$ cat src/rtl/esfa_pkg.sv
// rtl/esfa_pkg.sv - shared word layout, error codes and loader states; ESFA_LOADER_CHECKSUM_EN adds the CHECK state
package esfa_pkg;

    localparam int VEC_W     = 64;
    localparam int ADDR_STEP = 8;

    // Field positions inside one 64-bit ESFA vector word
    localparam int MUT_BIT     = 0;
    localparam int EXP_BIT     = 1;
    localparam int END_BIT     = 2;
    localparam int HANDLE_LSB  = 8;
    localparam int NEW_IDX_LSB = 16;
    localparam int NEW_VAL_LSB = 24;
    localparam int SEL_LSB     = 32;
    localparam int EXP_VAL_LSB = 40;
    localparam int RSV_LSB     = 48;

    typedef struct packed {
        logic [15:0] reserved;
        logic [7:0]  exp_value;
        logic [7:0]  selector;
        logic [7:0]  new_value;
        logic [7:0]  new_index;
        logic [7:0]  handle;
        logic [4:0]  pad;
        logic        end_prog;
        logic        exp_bool;
        logic        mutating;
    } vec_word_t;

    typedef enum logic [1:0] {
        ERR_NONE = 2'b00,
        ERR_OVF  = 2'b01,
        ERR_CSUM = 2'b10,
        ERR_RSV  = 2'b11
    } err_code_t;

    typedef enum logic [2:0] {
        ST_IDLE,
        ST_COLLECT,
        ST_WRITE,
`ifdef ESFA_LOADER_CHECKSUM_EN
        ST_CHECK,
`endif
        ST_DONE,
        ST_ERR
    } state_t;

    // A word may only be stored when its reserved upper bits are all zero
    function automatic logic rsv_clear(input logic [VEC_W-1:0] w);
        return w[VEC_W-1:RSV_LSB] == '0;
    endfunction

endpackage

$ cat src/rtl/esfa_vector_loader_if.sv
// rtl/esfa_vector_loader_if.sv - byte stream in, vector RAM write port out
interface esfa_vector_loader_if #(
    parameter int ADDR_W = 32
);
    logic              in_valid;
    logic              in_ready;
    logic [7:0]        in_data;
    logic              mem_we;
    logic [ADDR_W-1:0] mem_addr;
    logic [63:0]       mem_din;

    // master: the loader, which takes bytes and drives the RAM port
    modport master (
        input  in_valid,
        input  in_data,
        output in_ready,
        output mem_we,
        output mem_addr,
        output mem_din
    );

    // slave: host byte link plus vector RAM
    modport slave (
        output in_valid,
        output in_data,
        input  in_ready,
        input  mem_we,
        input  mem_addr,
        input  mem_din
    );
endinterface

$ cat src/rtl/esfa_byte_packer.sv
// rtl/esfa_byte_packer.sv - assembles 8 bytes LSB first into one vector word
module esfa_byte_packer
    import esfa_pkg::*;
(
    input  logic             clk,
    input  logic             reset,
    input  logic             clear_i,
    input  logic             byte_fire_i,
    input  logic [7:0]       byte_i,
    input  logic             consume_i,
    output logic             last_byte_o,
    output logic             word_full_o,
    output logic [VEC_W-1:0] word_o
);

    logic [2:0]       cnt_q;
    logic [VEC_W-1:0] word_q;
    logic             full_q;

    // Byte slot counter, assembly register and full flag
    always_ff @(posedge clk) begin
        if (!reset || clear_i) begin
            cnt_q  <= 3'd0;
            word_q <= '0;
            full_q <= 1'b0;
        end else begin
            if (byte_fire_i) begin
                word_q[{cnt_q, 3'b000} +: 8] <= byte_i;
                cnt_q <= cnt_q + 3'd1;
                if (cnt_q == 3'd7) begin
                    full_q <= 1'b1;
                end
            end else if (consume_i) begin
                full_q <= 1'b0;
            end
        end
    end

    assign last_byte_o = (cnt_q == 3'd7);
    assign word_full_o = full_q;
    assign word_o      = word_q;

endmodule

$ cat src/rtl/esfa_vector_loader.sv
// rtl/esfa_vector_loader.sv - loads a byte stream into vector RAM; ESFA_LOADER_CHECKSUM_EN enables the trailing XOR checksum byte
module esfa_vector_loader
    import esfa_pkg::*;
#(
    parameter int ADDR_W    = 32,
    parameter int MAX_WORDS = 512
) (
    input  logic                 clk,
    input  logic                 reset,
    input  logic                 start_i,
    esfa_vector_loader_if.master bus,
    output logic                 busy_o,
    output logic                 done_o,
    output logic [1:0]           error_o,
    output logic [15:0]          words_written_o
);

    localparam logic [15:0]       MAX_W16 = 16'(MAX_WORDS);
    localparam logic [ADDR_W-1:0] STEP    = ADDR_W'(ADDR_STEP);

    state_t            state_q;
    logic [ADDR_W-1:0] addr_q;
    logic [15:0]       ww_q;
    logic              done_q;
    err_code_t         err_q;
`ifdef ESFA_LOADER_CHECKSUM_EN
    logic [7:0]        chk_q;
`endif

    logic             in_ready;
    logic             fire;
    logic             idle_like;
    logic             clear;
    logic             pack_fire;
    logic             last_byte;
    logic             word_full;
    logic [VEC_W-1:0] word;
    logic             word_ok;

`ifdef ESFA_LOADER_CHECKSUM_EN
    assign in_ready = (state_q == ST_COLLECT) || (state_q == ST_CHECK);
    assign busy_o   = (state_q == ST_COLLECT) || (state_q == ST_WRITE) || (state_q == ST_CHECK);
`else
    assign in_ready = (state_q == ST_COLLECT);
    assign busy_o   = (state_q == ST_COLLECT) || (state_q == ST_WRITE);
`endif

    assign fire      = bus.in_valid && in_ready;
    assign idle_like = (state_q == ST_IDLE) || (state_q == ST_DONE) || (state_q == ST_ERR);
    assign clear     = idle_like && start_i;
    assign pack_fire = fire && (state_q == ST_COLLECT);
    assign word_ok   = rsv_clear(word);

    esfa_byte_packer u_packer (
        .clk         (clk),
        .reset       (reset),
        .clear_i     (clear),
        .byte_fire_i (pack_fire),
        .byte_i      (bus.in_data),
        .consume_i   (state_q == ST_WRITE),
        .last_byte_o (last_byte),
        .word_full_o (word_full),
        .word_o      (word)
    );

    // Load sequencing: collect, validate/write, optional checksum, terminal states
    always_ff @(posedge clk) begin
        if (!reset) begin
            state_q <= ST_IDLE;
            addr_q  <= '0;
            ww_q    <= 16'd0;
            done_q  <= 1'b0;
            err_q   <= ERR_NONE;
`ifdef ESFA_LOADER_CHECKSUM_EN
            chk_q   <= 8'd0;
`endif
        end else begin
            case (state_q)
                ST_IDLE, ST_DONE, ST_ERR: begin
                    if (start_i) begin
                        state_q <= ST_COLLECT;
                        addr_q  <= '0;
                        ww_q    <= 16'd0;
                        done_q  <= 1'b0;
                        err_q   <= ERR_NONE;
`ifdef ESFA_LOADER_CHECKSUM_EN
                        chk_q   <= 8'd0;
`endif
                    end
                end
                ST_COLLECT: begin
                    if (fire) begin
`ifdef ESFA_LOADER_CHECKSUM_EN
                        chk_q <= chk_q ^ bus.in_data;
`endif
                        if (last_byte) begin
                            state_q <= ST_WRITE;
                        end
                    end
                end
                ST_WRITE: begin
                    if (!word_ok) begin
                        err_q   <= ERR_RSV;
                        state_q <= ST_ERR;
                    end else begin
                        ww_q <= ww_q + 16'd1;
                        if (word[END_BIT]) begin
`ifdef ESFA_LOADER_CHECKSUM_EN
                            state_q <= ST_CHECK;
`else
                            done_q  <= 1'b1;
                            state_q <= ST_DONE;
`endif
                        end else if (ww_q + 16'd1 == MAX_W16) begin
                            err_q   <= ERR_OVF;
                            state_q <= ST_ERR;
                        end else begin
                            addr_q  <= addr_q + STEP;
                            state_q <= ST_COLLECT;
                        end
                    end
                end
`ifdef ESFA_LOADER_CHECKSUM_EN
                ST_CHECK: begin
                    if (fire) begin
                        if (bus.in_data == chk_q) begin
                            done_q  <= 1'b1;
                            state_q <= ST_DONE;
                        end else begin
                            err_q   <= ERR_CSUM;
                            state_q <= ST_ERR;
                        end
                    end
                end
`endif
                default: state_q <= ST_IDLE;
            endcase
        end
    end

    assign bus.in_ready   = in_ready;
    assign bus.mem_we     = (state_q == ST_WRITE) && word_full && word_ok;
    assign bus.mem_addr   = addr_q;
    assign bus.mem_din    = word;
    assign done_o         = done_q;
    assign error_o        = err_q;
    assign words_written_o = ww_q;

endmodule

$ cat src/flat_wrapper.sv
// flat-port wrapper written by rule: the top's interface ports become plain ports
module esfa_vector_loader_flat import esfa_pkg::*;
#(
    parameter int ADDR_W    = 32,
    parameter int MAX_WORDS = 512
)
  (clk, reset, start_i, busy_o, done_o, error_o, words_written_o, bus_in_valid, bus_in_data, bus_in_ready, bus_mem_we, bus_mem_addr, bus_mem_din);
  esfa_vector_loader_if #(.ADDR_W(ADDR_W)) bus_i ();
  input  logic clk;
  input  logic reset;
  input  logic start_i;
  output logic busy_o;
  output logic done_o;
  output logic [1:0] error_o;
  output logic [15:0] words_written_o;
  input wire logic [$bits(bus_i.in_valid)-1:0] bus_in_valid;
  input wire logic [$bits(bus_i.in_data)-1:0] bus_in_data;
  output wire logic [$bits(bus_i.in_ready)-1:0] bus_in_ready;
  output wire logic [$bits(bus_i.mem_we)-1:0] bus_mem_we;
  output wire logic [$bits(bus_i.mem_addr)-1:0] bus_mem_addr;
  output wire logic [$bits(bus_i.mem_din)-1:0] bus_mem_din;
  assign bus_i.in_valid = bus_in_valid;
  assign bus_i.in_data = bus_in_data;
  assign bus_in_ready = bus_i.in_ready;
  assign bus_mem_we = bus_i.mem_we;
  assign bus_mem_addr = bus_i.mem_addr;
  assign bus_mem_din = bus_i.mem_din;
  esfa_vector_loader #(.ADDR_W(ADDR_W), .MAX_WORDS(MAX_WORDS)) u_core (.clk(clk), .reset(reset), .start_i(start_i), .bus(bus_i), .busy_o(busy_o), .done_o(done_o), .error_o(error_o), .words_written_o(words_written_o));
endmodule
$ cat config.mk
export PLATFORM = sky130hd
export DESIGN_NAME = esfa_vector_loader_flat
export DESIGN_NICKNAME = d
export VERILOG_FILES = /design/src/rtl/esfa_pkg.sv /design/src/rtl/esfa_vector_loader_if.sv /design/src/rtl/esfa_byte_packer.sv /design/src/rtl/esfa_vector_loader.sv /design/src/flat_wrapper.sv
export SDC_FILE = /design/constraint.sdc
export NUM_CORES = 1
export LEC_CHECK = 0
export CORE_UTILIZATION = 38
export DETAILED_ROUTE_END_ITERATION = 6
export HOLD_SLACK_MARGIN = 0.03
export SETUP_SLACK_MARGIN = 0.1
export SLEW_MARGIN = 10
export SYNTH_ARGS = -nofsm -noshare
export SYNTH_HDL_FRONTEND = slang
export SYNTH_SLANG_ARGS = --single-unit
$ cat constraint.sdc
create_clock -name clk -period 8.3 [get_ports clk]
set_clock_uncertainty 0.05 [all_clocks]
set_input_delay 1.66 -clock clk [delete_from_list [all_inputs] [get_ports clk]]
set_output_delay 1.66 -clock clk [all_outputs]
set_load 0.05 [all_outputs]
Word level (Yosys, flattened, before mapping):

Index checks and enable logic that the tools add are counted.

* register bits after elaboration: 122
* input bits: 12
* word-level logic and storage cells: 79

* $add $sub $neg: 4
* eq/ne operators: 16
* shift operators: 2
* muxes and demuxes: 28
* reductions and logical operators: 21

Operators by type and width (number)
* 2-to-1 mux 32 bit: 4
* bitwise mux 64 bit: 1
* case mux 32 bit (2 select lines): 1
* variable shift 8 x 8 -> 64 bit (first input constant): 1
* indexed part select 8 x 8 -> 64 bit: 1
* adder 32 x 4 -> 32 bit (second input constant): 1
* 2-to-1 mux 16 bit: 2
* case mux 16 bit (2 select lines): 1
* 2-to-1 mux 3 bit: 6
* adder 16 x 1 -> 16 bit (second input constant): 1
* equality test 16 x 10 -> 1 bit (second input constant): 1
* zero test 16 bit: 1
* inequality test 2 bit (second input constant): 6
* case mux 3 bit (3 select lines): 1
* 2-to-1 mux 2 bit: 4
* negation 6 -> 8 bit: 1
* AND reduction 4 bit: 2
* equality test 3 x 2 -> 1 bit (second input constant): 2
* equality test 3 bit (second input constant): 2
* 2-to-1 mux 1 bit: 6
* inequality test 3 bit (second input constant): 2
* AND reduction 3 bit: 2
* logical AND 1 bit: 5
* AND reduction 5 bit: 1
* 11 further kinds: 16

Longest topological paths before layout:

* depth after elaboration: 6
* mapped depth: 11
* gate-level depth less buffers: 8

By module:

A second synthesis with hierarchy kept.

* cell total of the unflattened synthesis: 698
* area total of the unflattened synthesis: 5983.2 µm²

Modules (own cells, without submodules)
* esfa_vector_loader: instances 1, cells each 403, area an instance 3120.5 µm²
* esfa_byte_packer: instances 1, cells each 295, area an instance 2862.7 µm²

Worst setup path after synthesis:

Ideal clock, no wire load.

* kind: register to output
* from: register u_core.state_q[0]
* to: output busy_o
* data arrival time: 2247 ps
* data required time: 6590 ps
* setup slack: 4343 ps
* cell stages (with the launch flop): 3
* buffers on the path: 0
* path through: dfxtp_1 nor3b_1 nand2b_1

* cells in the longest elaborated chain, start to end: 2
* elaborated cells on any way between the ends: 3
* those cells by class: eq/ne: 2; reduce/logical: 1

Ends and longest elaborated chain
* from (decl): RTL line esfa_vector_loader.sv:21 `state_t state_q;`
* from (signal assigned): RTL line esfa_vector_loader.sv:69 `state_q <= ST_IDLE;`
* from (signal assigned): RTL line esfa_vector_loader.sv:81 `state_q <= ST_COLLECT;`
* from (signal assigned): RTL line esfa_vector_loader.sv:97 `state_q <= ST_WRITE;`
* equality test 3 x 1 -> 1 bit
* via bus_in_ready: RTL line flat_wrapper.sv:18 `output wire logic [$bits(bus_i.in_ready)-1:0] bus_in_ready;`
* logical OR 1 bit: RTL line esfa_vector_loader.sv:45 `assign busy_o = (state_q == ST_COLLECT) || (state_q == ST_WRITE);`
* to (decl): RTL line flat_wrapper.sv:12 `output logic busy_o;`

The timed path passes the listed nets, and every way through them passes these cells.

Worst setup path after layout:

* from: register u_core.state_q[1]
* to: output bus_mem_we

* cells in the longest elaborated chain, start to end: 3

Ends and longest elaborated chain
* equality test 3 x 2 -> 1 bit: RTL line esfa_vector_loader.sv:142 `assign bus.mem_we = (state_q == ST_WRITE) && word_full && word_ok;`
* logical AND 1 bit (2 in a row): RTL line esfa_vector_loader.sv:142
* to (decl): RTL line flat_wrapper.sv:19 `output wire logic [$bits(bus_i.mem_we)-1:0] bus_mem_we;`

Every way passes these cells.

==> metrics <==
die width=123 um; clock tree from TritonCTS=built; number of global-route vias before repair=4969; Total Routed Length=15300 um; fraction of final layout cells sized beyond drive strength 1=0.0623; area share of the leading cell type in the synthesized netlist=0.428; CP max FO=6; Total Neg Setup Slack=0 ns; post-place setup slack=3.66 ns; cells traversed along the worst timing path=inv_1 > nor3_1 > and3_1 > clkdlybuf4s50_1; number of antenna violations at the first check in global routing=0; critical setup path kind=flop to output pin; async set or reset register ratio after synthesis=0; Arr. time, crit path=2.59 ns; total routing usage reported by global routing=0.211; DRC violation count after routing=0; mean instance size in the synthesized netlist=8.12 um2; clock latency of the later-clocked register in the worst-skew pair=0.41 ns; setup slack of the critical path after layout=4.00 ns; Total Nets Final=814; Clock Sinks=119; gr ovfl total=0; primary flip-flop cell chosen by synthesis mapping=dfxtp_1; cell with the largest stage delay on the worst path=clkdlybuf4s50_1; cell taking the most area after synthesis=dfxtp_1; Post-CTS Setup Inserts=0; maximum level of the CTS H-tree=4; PortBufs=126; final setup violating endpoints=0; drt wl/cell=15.6 um; classification of the worst-slack hold path=flop to flop; number of buffers inserted during clock tree synthesis=17; largest net degree at the start of global routing=109; buffers from clock root to sink, at most=2; worst slew slack as a fraction of its limit=0.202; drt pass-1 iters=5; nature of the critical path startpoint=flop; number of synthesized flops with an enable pin=0; number of antenna cells inserted=0; final worst-path cycle share=0.518; CP peak stage delay=0.82 ns; Resized Gates After CTS=0; Final Hold Fails=0; Layout Area Growth over Synthesis=34.0%; dominant delay contributor by cell family on the critical path=buffers and inverters; Slew @ Worst Pin=1.20 ns; overall via count from detail_route=5306; buffers and inverters on the worst path=2; clock root buffer master=clkbuf_16; Filler cells=1341; highest ir drop seen on vdd=0.121 mV; required time worst endpoint=6.59 ns; area of the core=0.0141 mm2; proportion of synthesized chip area in sequential cells=0.428; synthesized cell area=0.00557 mm2; type of destination of the critical path=output pin; Die Height=123 um; number of DRC markers after the initial detailed-route iteration=310; number of warnings printed during yosys synthesis=0; starting density of the core=0.395; FMAX=0.232 GHz; number of rows created at floorplan=43; hpwl dp=10500 um; via density per instance=5.40; Static Leak=0.00240 uW; dominant cells by area after synthesis=dfxtp_1 43%, nor2_1 8.8%, a21oi_1 7.3%, nand2_1 4.7%, nand3_1 2.9%; # IOs=130; Max-Cap Viols=0; number of standard cells after synthesis=685; CTS Hold Buffers Added=0; first-pass GRT wire length=24600 um; unrepaired setup endpoints after global routing=no; post-synth cell types=62; Pwr Density=191 mW/mm2; Yosys reg bits=119; number of max-slew violations in the final report=0; area of the die=0.0151 mm2; run status=completed; minimum clock period=4.30 ns; Routability Congestion=0.809; post-detailed-route count of antenna-violating nets=0; clk slew on worst S/H paths=0.05 ns
==> report_power, final <==
group / internal, uW / switching [uW] / total (uW)
Combinational: 23.1 / 62.0 / 85.2
Clock: 513 / 248 / 761
Sequential: 575 / 5.23 / 580
Total: 1110 / 316 / 1430
==> placed cells by master (no fill, tap or decap), types with 4 or more instances in the layout <==
cell	synthesis	routed
and4_1	4	4
and3_1	7	7
a21oi_2	5	5
and2_1	6	6
nor3b_1	4	4
or3_1	8	8
nand2_1	70	69
nor2_1	131	131
nand4_1	14	14
o21ai_0	8	8
nor4_1	6	6
ha_1	10	10
clkbuf_16	0	17
xor2_1	9	9
mux2i_1	9	9
nand3_1	32	32
clkdlybuf4s50_1	0	126
o21a_1	4	4
xnor2_1	9	9
a21oi_1	81	81
dfxtp_1	119	119
or4_1	18	18
bufinv_16	0	4
nor2b_1	4	4
o31ai_1	18	18
o21ai_1	4	4
nor3_1	9	9
inv_1	11	11
==> cell usage after synthesis, types with 3 or more instances <==
master and number:
nor2_1 131, dfxtp_1 119, a21oi_1 81, nand2_1 70, nand3_1 32, clkbuf_1 22, o31ai_1 18, or4_1 18
nand4_1 14, inv_1 11, ha_1 10, mux2i_1 9, nor3_1 9, xnor2_1 9, xor2_1 9, buf_2 8
o21ai_0 8, or3_1 8, and3_1 7, and2_1 6, buf_6 6, nor4_1 6, a21oi_2 5, and4_1 4
nor2b_1 4, nor3b_1 4, o21a_1 4, o21ai_1 4, a2111o_1 3, a31oi_1 3, buf_4 3, nand2b_1 3
o41ai_1 3
==> worst paths after layout <==
check,startpoint,endpoint,slack [ns],cells after the start
hold / removal,u_core.u_packer.word_full_o$_SDFFE_PP0P_,u_core.u_packer.word_full_o$_SDFFE_PP0P_,0.40,2
setup reg to reg,u_core.words_written_o[0]$_SDFFE_PN0P_,u_core.bus.mem_addr[15]$_SDFFE_PN0P_,5.05,8
setup / recovery,u_core.state_q[1]$_SDFFE_PN0P_,bus_mem_we,4.00,4
hold reg to reg,u_core.u_packer.word_full_o$_SDFFE_PP0P_,u_core.u_packer.word_full_o$_SDFFE_PP0P_,0.40,2
==> sequential cells by signal, summed over array words and instances (netlist names) <==
register,cells
u_core.u_packer.cnt_q,3
u_core.done_o,1
u_core.u_packer.word_full_o,1
u_core.error_o,2
u_core.bus.mem_addr,29
u_core.state_q,3
u_core.u_packer.word_o,64
u_core.words_written_o,16
==> logic make-up (layout without fill, tap and decap cells) <==
kind of cell,Yosys count,after routing,share of synthesized area
and+or+nand+nor,328,328,0.284
AOI/OAI and AO/OA,146,146,0.167
DFF,119,119,0.428
buffers and inverters,53,169,0.0497
xor gates and xnor gates,18,18,0.0283
adders and majority gates,10,10,0.0225
muxes,10,10,0.0189
other,1,3,0.000674
==> area by class of cell <==
cell class / count / area (um2) / share of cell area
Clock buffer: 21 / 460 / 0.0617
Inverter: 11 / 41.3 / 0.00554
Clock inverter: 9 / 150 / 0.0201
Sequential cell: 119 / 2380 / 0.319
Tap cell: 180 / 225 / 0.0302
Timing Repair Buffer: 128 / 1280 / 0.171
Multi-Input combinational cell: 515 / 2920 / 0.392
==> per-layer routing <==
layer	routed length (um)	GRT usage	share of wire	up-vias
met2	7050	0.330	0.46	155
met1	6890	0.267	0.45	2499
met4	260	0.0904	0.017	0
li1	-	-	-	2635
met5	0	0	0	-
met3	1090	0.0655	0.071	17
==> through the flow <==
stage	hold WS, ns	util	std cells	power (uW)	area (um2)
global route	0.413	0.529	983	1470	7460
CTS	0.402	0.529	983	1440	7460
detailed placement	0.395	0.486	953	677	6850
global placement	0.391	0.486	953	676	6850
finish	0.398	0.529	983	1430	7460
floorplan	0.382	-	687	649	5570
==> worst register-to-register path, cell delays in order (launching register included) <==
cell and delay, ns:
dfxtp_1 0.51, ha_1 0.33, and3_4 0.27, and2_1 0.23
a41oi_1 0.15, or4_4 0.61, o21ai_2 0.66, or4_1 0.24
a21oi_2 0.05
Note: power is estimated with default switching activity, not from simulation.
==> patch: new RTL, config.mk and constraints unchanged <==
Encoding of `state_t`: now Gray code (3 bits for 5 states).
--- a/src/rtl/esfa_pkg.sv
+++ b/src/rtl/esfa_pkg.sv
@@ -38,5 +38,5 @@
     typedef enum logic [2:0] {
-        ST_IDLE,
-        ST_COLLECT,
-        ST_WRITE,
+        ST_IDLE    = 3'b000,
+        ST_COLLECT = 3'b001,
+        ST_WRITE   = 3'b011,
 `ifdef ESFA_LOADER_CHECKSUM_EN
@@ -44,4 +44,4 @@
 `endif
-        ST_DONE,
-        ST_ERR
+        ST_DONE    = 3'b010,
+        ST_ERR     = 3'b110
     } state_t;
Behaviour: no difference found for any inputs over 4 cycles, from zero or initial values and one cycle with reset low; so few cycles prove little.
==> patch against the unedited design <==
The flow now finishes with violations (DRC); hold slack improved by 0.042 ns; synthesized area increased by 4.4%; power decreased by 4.7%; via count increased by 2.0%; register-to-register slack improved by 0.09 ns; cell area increased by 2.3%; sequential cell count unchanged; wire length increased by 4.6%; fmax decreased by 8.9%; synthesized cell count increased by 5.1%; clock power decreased by 4.9%; critical path depth increased by 1; setup slack got worse by 0.42 ns.
==> patch: results <==
set metrics [dict create \
    dp.cells 988 \
    via_count 5411 \
    largest_reg_flops 64 \
    clk_pin_slew_ns 0.06 \
    critical_path_peak_fanout 19 \
    ant_nets 0 \
    hpwl_um 10980 \
    grt_usage_pct 20.59 \
    drt_iter0_markers 307 \
    synthTopCellsByArea "dfxtp_1 41%, nor2_1 9.2%, a21oi_1 7.1%" \
    origin_of_the_critical_flop_to_flop_path "u_core.u_packer.word_o[50]" \
    gp_routability_congestion 0.8114 \
    timing.reg2reg.setup_slack_ns 5.14 \
    ys_types 71 \
    synth.avg_cell_area_um2 8.070 \
    drt-pass1-iter-count 7 \
    totalWireLength_um 15990 \
    ys.warnings.count 0 \
    layout_cell_share_with_drive_strength_beyond_1_pct 8.263 \
    internal-power_mw 1.052 \
    leakagePower_nw 2.590 \
    violations "DRC" \
    max-vdd-ir-drop_v 0.0001420 \
    post_drt_wl_per_cell_um 15.69 \
    fillerInstances 1415 \
    fin_nets 844 \
    cts_htree_levels 4 \
    antennaDiodeCount 0 \
    cts-buffers-inserted 17 \
    regToRegEndpoint "u_core.bus.mem_addr[15]" \
    grt_pass1_wl_um 25460 \
    yosysSeqAreaShare_pct 41.00 \
    timing.hold.worst_path_depth 2 \
    slew_headroom_pct 39.07 \
    synth_ff_type "dfxtp_1" \
    largest_net_degree_at_the_start_of_global_routing 46 \
    worst_skew_pair.late_latency_ns 0.42 \
    top_post_synthesis_cells_by_count "143 x nor2_1, 119 x dfxtp_1, 82 x a21oi_1" \
    number_of_global_route_vias_before_repair 5009 \
    cp_data_required_time_ns 6.59 \
    synth-async-reset-ratio_pct 0 \
    setup_fix_bufs_post_cts 0 \
    holdCritPathClass "reg -> reg" \
    r2r_cells 7 \
    place_worst_setup_slack_ns 3.966 \
    antenna_found_initial 0 \
    status "complete, but fails checks" \
    clock_tree.buffer_depth 2 \
    cts-resized-gates 0 \
    io_buffer_count 126 \
    min_delay_worst_endpoint "u_core.u_packer.word_o[31]" \
    hold_path.startpoint "u_core.u_packer.word_o[31]" \
    clock_tree.root_cell "clkbuf_16" \
    drcViolationCount 4 \
]
[patch: area by class of cell]
cell class | instances | area, um^2 | area share [%]
inverters | 13 | 48.80 | 0.6393
flip-flops and latches | 119 | 2382 | 31.21
repair buffers | 127 | 1269 | 16.62
clock buffers | 23 | 478.0 | 6.262
clock inverters | 8 | 97.59 | 1.279
well taps | 184 | 230.2 | 3.016
multi-input cells | 545 | 3127 | 40.97
[patch: logic make-up (layout without fill, tap and decap cells)]
kind of cell | after synthesis | count (layout) | synth area share (%)
other | 1 | 3 | 0.06454
and+or+nand+nor | 361 | 361 | 31.37
DFF | 119 | 119 | 41.00
AOI/OAI and AO/OA | 137 | 137 | 14.41
buffers and inverters | 58 | 171 | 5.362
xor gates and xnor gates | 8 | 8 | 1.206
adders and majority gates | 9 | 9 | 1.938
muxes | 27 | 27 | 4.651
[patch: power groups by stage]
stage                     clock network (mW)  registers (mW)  logic, mW
after CTS                              0.733           0.576     0.0608
after detailed placement                   0           0.588     0.0606
final                                  0.724           0.576     0.0604
after global placement                     0           0.588     0.0598
after global routing                   0.763           0.576     0.0646
after floorplan                            0           0.592     0.0356
[patch: how the worst max path moves through the flow]
stage / startpoint / end / slack [ns] / cells past startpoint
2_1_floorplan: u_core.u_packer.word_o[50] / bus_mem_we / 4.90 / 4
3_3_place_gp: reset / u_core.bus.mem_addr[10] / 4.01 / 4
3_5_place_dp: reset / u_core.u_packer.word_full_o / 3.97 / 4
4_1_cts: u_core.u_packer.word_o[50] / bus_mem_we / 3.54 / 5
5_1_grt: u_core.u_packer.word_o[55] / bus_mem_we / 3.42 / 5
6_report: u_core.u_packer.word_o[50] / bus_mem_we / 3.58 / 5
[patch: metal layers]
layer / global-route usage, % / vias to the layer above / wire length [um] / share of wire (%)
li1: - / 2714 / - / -
met1: 25.61 / 2526 / 7365 / 46
met2: 33.04 / 156 / 7333 / 46
met3: 6.839 / 15 / 1104 / 6.9
met4: 7.676 / 0 / 184 / 1.2
met5: 0 / - / 0 / 0
[patch: through the flow]
stage | area (um^2) | hold WS [ns]
after floorplan | 5818 | 0.4279
after global placement | 7057 | 0.4183
after detailed placement | 7057 | 0.4310
after CTS | 7632 | 0.4441
after global routing | 7632 | 0.4512
final | 7632 | 0.4398
[patch: critical path, stage by stage (launching register included)]
cell	delay [ns]
dfxtp_1	0.34
nor4_2	0.32
nand4_2	0.53
nor2_1	0.40
and2_1	0.19
clkdlybuf4s50_1	0.80
